<file path="config.mk">
export PLATFORM = sky130hd
export DESIGN_NAME = read_distributor
export DESIGN_NICKNAME = d
export VERILOG_FILES = /design/src/rtl/sram_ctl_pkg.sv /design/src/rtl/read_out_stage.sv /design/src/rtl/read_distributor.sv
export SDC_FILE = /design/constraint.sdc
export NUM_CORES = 1
export LEC_CHECK = 0
export BUFFER_PORTS_ARGS = -buffer_cell sky130_fd_sc_hd__buf_2
export CORE_AREA = 2 2 217 219
export DETAILED_ROUTE_END_ITERATION = 8
export DIE_AREA = 0 0 219 221
export MAX_ROUTING_LAYER = met4
export PLACE_DENSITY = 0.54
export RECOVER_POWER = 100
export SLEW_MARGIN = 30
export SYNTH_ARGS = -nofsm -noshare
export SYNTH_HDL_FRONTEND = slang
export SYNTH_HIERARCHICAL = 1
export SYNTH_SLANG_ARGS = --single-unit
export TNS_END_PERCENT = 30
</file>
<file path="constraint.sdc">
create_clock -name clk -period 3.3 [get_ports clk]
set_input_delay 0.66 -clock clk [delete_from_list [all_inputs] [get_ports clk]]
set_output_delay 0.66 -clock clk [all_outputs]
set_load 0.02 [all_outputs]
</file>
<file path="src/rtl/sram_ctl_pkg.sv">
// Shared SRAM controller types: FSM encoding, port index width, default widths.
// Used by the read distributor and the write-side arbiter.
package sram_ctl_pkg;

    localparam int PORT_W        = 4;
    localparam int DEF_NUM_PORTS = 16;
    localparam int DEF_DATA_W    = 256;
    localparam int PKT_CNT_W     = 16;

    typedef enum logic {
        IDLE = 1'b0,
        XFER = 1'b1
    } rd_state_t;

endpackage

</file>
<file path="src/rtl/read_out_stage.sv">
// Single output register stage for the read distributor: payload, markers,
// one-hot valid and hold-while-stalled logic.
module read_out_stage
    import sram_ctl_pkg::*;
#(
    parameter int num_of_ports = DEF_NUM_PORTS,
    parameter int data_w       = DEF_DATA_W
) (
    input  logic                    clk,
    input  logic                    rst,
    input  logic                    load,
    input  logic [PORT_W-1:0]       load_port,
    input  logic [data_w-1:0]       load_data,
    input  logic                    load_sop,
    input  logic                    load_eop,
    input  logic [num_of_ports-1:0] out_ready,
    output logic [data_w-1:0]       out_data,
    output logic [num_of_ports-1:0] out_valid,
    output logic                    out_sop,
    output logic                    out_eop,
    output logic                    free
);

    logic                    consume;
    logic [num_of_ports-1:0] one_hot;

    // valid is one-hot, so masking with out_ready selects the held port's ready
    assign consume = |(out_valid & out_ready);
    assign free    = ~|out_valid | consume;
    assign one_hot = {{(num_of_ports-1){1'b0}}, 1'b1} << load_port;

    always_ff @(posedge clk or negedge rst) begin
        if (!rst) begin
            out_data  <= '0;
            out_valid <= '0;
            out_sop   <= 1'b0;
            out_eop   <= 1'b0;
        end else if (load) begin
            out_data  <= load_data;
            out_valid <= one_hot;
            out_sop   <= load_sop;
            out_eop   <= load_eop;
        end else if (consume) begin
            out_valid <= '0;
        end
    end

endmodule

</file>
<file path="src/rtl/read_distributor.sv">
// Routes SRAM read packets to one of num_of_ports outputs via an IDLE/XFER FSM.
// Optional per-port packet counters under READ_DIST_PKT_CNT_EN.
module read_distributor
    import sram_ctl_pkg::*;
#(
    parameter int num_of_ports       = DEF_NUM_PORTS,
    parameter int arbiter_data_width = DEF_DATA_W
) (
    input  logic                          clk,
    input  logic                          rst,
    input  logic                          rd_valid,
    output logic                          rd_ready,
    input  logic                          rd_sop,
    input  logic                          rd_eop,
    input  logic [PORT_W-1:0]             rd_port,
    input  logic [arbiter_data_width-1:0] rd_data,
    output logic [arbiter_data_width-1:0] out_data,
    output logic [num_of_ports-1:0]       out_valid,
    input  logic [num_of_ports-1:0]       out_ready,
    output logic                          out_sop,
    output logic                          out_eop,
    output logic                          transfering,
    output logic                          err
`ifdef READ_DIST_PKT_CNT_EN
    ,
    output logic [num_of_ports*PKT_CNT_W-1:0] pkt_cnt
`endif
);

    rd_state_t         state, state_nxt;
    logic [PORT_W-1:0] cur_port, cur_port_nxt;
    logic [PORT_W-1:0] route_port;
    logic              accept;
    logic              fwd, fwd_sop, err_nxt;

    assign accept      = rd_valid & rd_ready;
    assign transfering = (state == XFER);

    always_ff @(posedge clk or negedge rst) begin
        if (!rst) begin
            state    <= IDLE;
            cur_port <= '0;
            err      <= 1'b0;
        end else begin
            state    <= state_nxt;
            cur_port <= cur_port_nxt;
            err      <= err_nxt;
        end
    end

    always_comb begin
        state_nxt    = state;
        cur_port_nxt = cur_port;
        route_port   = cur_port;
        fwd          = 1'b0;
        fwd_sop      = 1'b0;
        err_nxt      = 1'b0;
        unique case (state)
            IDLE: begin
                if (accept && rd_sop) begin
                    fwd          = 1'b1;
                    fwd_sop      = 1'b1;
                    route_port   = rd_port;
                    cur_port_nxt = rd_port;
                    if (!rd_eop) state_nxt = XFER;
                end else if (accept) begin
                    err_nxt = 1'b1;
                end
            end
            XFER: begin
                if (accept) begin
                    fwd     = 1'b1;
                    err_nxt = rd_sop;
                    if (rd_eop) state_nxt = IDLE;
                end
            end
        endcase
    end

    read_out_stage #(
        .num_of_ports (num_of_ports),
        .data_w       (arbiter_data_width)
    ) u_out (
        .clk       (clk),
        .rst       (rst),
        .load      (fwd),
        .load_port (route_port),
        .load_data (rd_data),
        .load_sop  (fwd_sop),
        .load_eop  (rd_eop),
        .out_ready (out_ready),
        .out_data  (out_data),
        .out_valid (out_valid),
        .out_sop   (out_sop),
        .out_eop   (out_eop),
        .free      (rd_ready)
    );

`ifdef READ_DIST_PKT_CNT_EN
    for (genvar i = 0; i < num_of_ports; i++) begin : g_cnt
        always_ff @(posedge clk or negedge rst) begin
            if (!rst)
                pkt_cnt[i*PKT_CNT_W +: PKT_CNT_W] <= '0;
            else if (out_valid[i] && out_ready[i] && out_eop)
                pkt_cnt[i*PKT_CNT_W +: PKT_CNT_W] <=
                    pkt_cnt[i*PKT_CNT_W +: PKT_CNT_W] + 1'b1;
        end
    end
`endif

endmodule

</file>
==> results of run 1 <==
path summary, 6_finish.rpt:
check	endpoint	slack, ns	cells after the start
worst max-delay path	rd_ready	0.38	5
worst min-delay path	transfering	0.32	2
worst max register to register	u_out/out_data[128]	0.38	6
worst min register to register	u_out/out_data[35]	0.50	1
max in group asynchronous	u_out/out_valid[1]	0.82	2
min in group asynchronous	u_out/out_valid[5]	0.80	1
flip-flops by register name, indices dropped and copies added (netlist names):
register         flops
u_out/out_data     256
u_out/out_valid     16
cur_port             4
err                  1
transfering          1
u_out/out_eop        1
u_out/out_sop        1
power groups by stage:
| stage | logic, uW | clock network [uW] | registers, uW |
|---|---|---|---|
| global route | 12700 | 3770 | 6620 |
| global placement | 12600 | 0 | 6320 |
| floorplan | 7000 | 0 | 8420 |
| CTS | 12800 | 3620 | 6360 |
| finish | 11800 | 3490 | 6370 |
| detailed placement | 12800 | 0 | 6390 |
metrics by stage:
step                      cell area (sq um)  setup slack [ns]
after global placement                14400             0.369
after global routing                  14900             0.198
after detailed placement              14400             0.323
after floorplan                       10700             0.557
after CTS                             15400             0.466
final                                 14900             0.378
cells by family (layout without fill, tap and decap cells):
logic type,Yosys count,in the layout
AND/OR/NAND/NOR,48,48
XOR/XNOR,1,1
buffers and inverters,34,638
flip-flops,280,280
multiplexers,262,262
AO/OA/AOI/OAI,27,27
other,0,1
placed cells by master, fill, tap and decap left out, types with 2 or more instances in the layout:
cell          n
a221oi_2      2
a22o_1        4
a31oi_1       2
buf_12        5
buf_2       279
buf_4         2
bufinv_16     3
clkbuf_1    291
clkbuf_16    31
clkbuf_2      4
clkbuf_8      7
clkinv_2     11
clkinvlp_4    2
dfrtp_1     280
inv_1         2
mux2_1        3
mux2_2      259
nand2_1      12
nand2b_1     13
nand3_1       4
nor2_1        4
nor2b_1       2
nor4_1        4
o21ai_0      14
o32ai_1       2
or2b_1        3
per-layer routing:
metal  track usage (%)  vias to the layer above  wire length [microns]
met5                 -                        -                      0
met4              3.99                        0                    769
met3              2.93                       52                   2500
met2              21.9                      339                  15700
met1              14.4                     3763                  11900
li1                  -                     3484                      -
critical path, stage by stage, from the launching register on:
cell and delay (ns):
dfrtp_1 0.44, a22o_1 0.23, a221oi_1 0.35, nand4_4 0.14, a41o_1 0.32, clkbuf_1 0.22
area by class of cell:
class	instances	area, sq um
Fill cell	4818	31100
Multi-Input combinational cell	338	3470
Timing Repair Buffer	580	2630
Tap cell	607	759
Clock buffer	40	880
Antenna cell	1	2.50
Inverter	2	7.51
Clock inverter	16	160
Sequential cell	280	7010
==> impl_metrics.tcl, run 1 <==
set metrics [dict create \
    fin_crit_sh_pct 88.5 \
    drive_above_1_share_pct 48.6 \
    grt_overflow 0 \
    clock_sinks 280 \
    die_y_microns 221 \
    synth_compound_area_share_pct 2.42 \
    grtUsageTotal_pct 12.6 \
    antenna_found_initial 1 \
    numCtsBuffers 30 \
    yosysUniqueCellTypes 28 \
    yosys-top-cells-count "dfrtp_1 (280), mux2_2 (262), buf_2 (30)" \
    slew_viol_final 84 \
    rsz0062_at_grt "false" \
    path_clk_slew_ns 0.06 \
    syn_inst 652 \
    die_x_microns 219 \
    synthMuxAreaShare_pct 27.6 \
    final_nets 1513 \
    cp.arrival_ns 2.26 \
    grt_max_degree 91 \
    holdBufCountCts 0 \
    status "complete, but fails checks" \
    vdd.ir_drop.worst_mv 0.857 \
    cp_max_fo 5 \
    dp_hpwl_microns 23700 \
    syn_avg_cell_area_sq_um 16.4 \
    holdCritPathClass "in -> reg" \
    h-tree-depth 1 \
    grt_pass1_vias 8160 \
    synth_area_sq_um 10700 \
    core-area_sq_um 46100 \
    synthXorXnorAreaFrac_pct 0.0819 \
    startpoint "u_out/out_valid[11]" \
    intPower_uw 12800 \
    ys_ff_latch 280 \
    period_minus_slack_ns 2.92 \
    syn_nets 933 \
    power_frac_comb_pct 54.5 \
    ant_nets 0 \
    drt_first_pass_iters 4 \
    setup_viol 0 \
    synth.area.top_cells "dfrtp_1 (66%), mux2_2 (28%), buf_2 (1.4%)" \
    power_uw 21700 \
    p_sw_uw 8840 \
    num_rows 79 \
    clk_latency_ns 0.57 \
    yosysSeqAreaShare_pct 65.5 \
    critPathLaunchType "register" \
    ys_async_sr_fraction_pct 100 \
    routabilityCongestion 0.814 \
    finalSetupTns_ns 0 \
    cp.required_ns 2.64 \
    cts_root_buf "clkbuf_16" \
    synth_fa_ha_area_share_pct 0 \
    synthSimpleGateAreaFrac_pct 2.74 \
    grt_pass1_wl_microns 47000 \
    r2r_start "u_out/out_valid[2]" \
    powerDensity_nw_per_um2 1450 \
    areaGrowthSynthToFinish_pct 39.5 \
    utilization_pct 32.4 \
    max-slew-margin-rel_pct -57.6 \
    drt-total-wl_microns 30900 \
    fmax_ghz 0.342 \
    io_pins 558 \
    clkPwrFrac_pct 16.1 \
    max-cap-violations 1 \
    crit_type "reg -> out" \
    synth_top_area_share_pct 65.5 \
    drtIter0Drc 293 \
    synth_most_common_cell "dfrtp_1" \
    switching_share_pct 40.8 \
    viasPerCell 4.10 \
    placedCellCount 1807 \
    synth_top_family_by_area "multiplexers" \
    io_buffers 557 \
    drc 0 \
    cts_setup_buffers 0 \
    initial_core_util_pct 23.2 \
    violations "max-capacitance violations, max-slew violations" \
    avgRoutedWirePerCell_microns 16.6 \
    cts_resized 0 \
    yosys_warnings 6 \
    vias 7638 \
    whs_ns 0.317 \
    tightest_slew_ns 2.36 \
    hold_viol_final 0 \
    die_area_sq_um 48400 \
    seqPwrFrac_pct 29.4 \
    power_leakage_uw 0.00651 \
    cts_tree "done" \
    stdcell_count 1864 \
    synth_ff_type "dfrtp_1" \
    endpoint_kind "output port" \
    clockBufferDepth 3 \
    finClkSkew_ns 0.0160 \
    worstHoldStart "rd_eop" \
    synth_edf_count 0 \
    synth_top_area_cell "dfrtp_1" \
]
(Power assumes the default switching activity.)
==> run 2, diff against run 1 <==
--- a/config.mk
+++ b/config.mk
@@ -6,11 +6,14 @@
 export NUM_CORES = 1
 export LEC_CHECK = 0
 export BUFFER_PORTS_ARGS = -buffer_cell sky130_fd_sc_hd__buf_2
-export CORE_AREA = 2 2 217 219
+export CELL_PAD_IN_SITES_DETAIL_PLACEMENT = 1
+export CELL_PAD_IN_SITES_GLOBAL_PLACEMENT = 1
+export CORE_AREA = 2 2 215 217
+export CTS_BUF_LIST = sky130_fd_sc_hd__clkbuf_8
 export DETAILED_ROUTE_END_ITERATION = 8
-export DIE_AREA = 0 0 219 221
+export DIE_AREA = 0 0 217 219
 export MAX_ROUTING_LAYER = met4
-export PLACE_DENSITY = 0.54
+export PLACE_DENSITY = 0.65
 export RECOVER_POWER = 100
 export SLEW_MARGIN = 30
 export SYNTH_ARGS = -nofsm -noshare
==> impl_metrics.tcl, run 2 (synthesis results as in run 1) <==
set metrics [dict create \
    core-area_sq_um 45100 \
    die_x_microns 217 \
    cts_resized 0 \
    regMostFlops "u_out/out_data" \
    grt_overflow 0 \
    drtIter0Drc 259 \
    viasPerCell 4.15 \
    status "complete, but fails checks" \
    stdcell_count 1883 \
    dp_hpwl_microns 24400 \
    cp_max_fo 5 \
    finClkSkew_ns 0.0198 \
    max-slew-margin-rel_pct -45.9 \
    power_leakage_uw 0.00657 \
    clk_latency_ns 0.59 \
    crit_type "reg -> out" \
    fmax_ghz 0.341 \
    io_pins 558 \
    finalSetupTns_ns 0 \
    h-tree-depth 2 \
    largest_reg_flops 256 \
    grt_pass1_wl_microns 48200 \
    vdd.ir_drop.worst_mv 0.688 \
    clock_sinks 280 \
    vias 7820 \
    critPathLaunchType "register" \
    avgRoutedWirePerCell_microns 17.0 \
    grtUsageTotal_pct 13.4 \
    drt-total-wl_microns 32100 \
    largest_registers "u_out/out_data x256, u_out/out_valid x16, cur_port x4" \
    drt_first_pass_iters 4 \
    placedCellCount 1802 \
    ant_nets 0 \
    drc 0 \
    grt_pass1_vias 8581 \
    io_buffers 557 \
    cts_tree "done" \
    areaGrowthSynthToFinish_pct 39.1 \
    routabilityCongestion 0.754 \
    num_rows 78 \
    final_nets 1535 \
    grt_max_degree 83 \
    min_path_cells 2 \
    violations "max-capacitance violations, max-slew violations" \
    cp.arrival_ns 2.27 \
    cts_root_buf "clkbuf_8" \
    final_cell_mix "clkbuf_1 (284), dfrtp_1 (280), buf_2 (280)" \
    postLayoutCellArea_sq_um 14900 \
    max-cap-violations 1 \
    endpoint_kind "output port" \
    slew_viol_final 81 \
    reg2reg_slack_ns 0.41 \
    tightest_slew_ns 2.19 \
    rr_worst_depth 7 \
    post_dp_cell_area_sq_um 14400 \
    cp.required_ns 2.64 \
    holdBufCountCts 0 \
    setup_viol 0 \
    initial_core_util_pct 23.7 \
    period_minus_slack_ns 2.93 \
    clockBufferDepth 3 \
    numCtsBuffers 50 \
    drive_above_1_share_pct 49.2 \
    fin_crit_sh_pct 88.9 \
    cts_setup_buffers 0 \
    hold_viol_final 0 \
    path_clk_slew_ns 0.06 \
    rsz0062_at_grt "false" \
    die_y_microns 219 \
    antenna_found_initial 1 \
    holdCritPathClass "in -> reg" \
    powerDensity_nw_per_um2 1460 \
    die_area_sq_um 47500 \
    final_common_cell "clkbuf_1" \
]
## run 2: metrics by stage
step / utilization (%) / setup WS, ns / hold slack, ns / total power (uW)
after floorplan: - / 0.557 / 0.364 / 15400
after global routing: 33.0 / 0.177 / 0.238 / 23100
after global placement: 31.8 / 0.393 / 0.483 / 19100
final: 33.0 / 0.367 / 0.296 / 21700
after CTS: 34.0 / 0.416 / 0.0516 / 22700
after detailed placement: 31.8 / 0.322 / 0.490 / 19400
## run 2: power breakdown
part           switching, uW  leakage, uW  internal [uW]
clock                   1370     0.000548           1760
combinational           6630      0.00270           5540
sequential               961      0.00332           5400
## run 2: worst max-delay path, cell delays in order (launching register included)
cell	delay, ns
dfrtp_1	0.44
a22o_1	0.24
a221oi_1	0.37
nand4_4	0.14
a41o_1	0.31
buf_2	0.20
## run 2: path summary, 6_finish.rpt
| check | end | from |
|---|---|---|
| max | rd_ready | u_out/out_valid[7] |
| min | u_out/out_data[67] | rd_data[67] |
| max reg2reg | u_out/out_data[91] | u_out/out_valid[13] |
| min reg2reg | u_out/out_data[43] | u_out/out_data[43] |
| max in group asynchronous | u_out/out_data[89] | rst |
| min in group asynchronous | u_out/out_data[8] | rst |
## run 2: layout make-up
class | count | area (sq um)
Antenna cell | 1 | 2.50
Multi-Input combinational cell | 338 | 3480
Inverter | 2 | 7.51
Tap cell | 600 | 751
Clock inverter | 17 | 93.8
Fill cell | 5146 | 30200
Clock buffer | 63 | 867
Timing Repair Buffer | 582 | 2670
Sequential cell | 280 | 7010
## run 2: metal layers
| layer | GRT usage (%) | vias up | part of all wire, % |
|---|---|---|---|
| li1 | - | 3527 | - |
| met4 | 4.52 | 0 | 2.7 |
| met1 | 14.7 | 3884 | 38 |
| met3 | 4.17 | 59 | 7.8 |
| met2 | 23.0 | 350 | 51 |
| met5 | - | - | 0 |
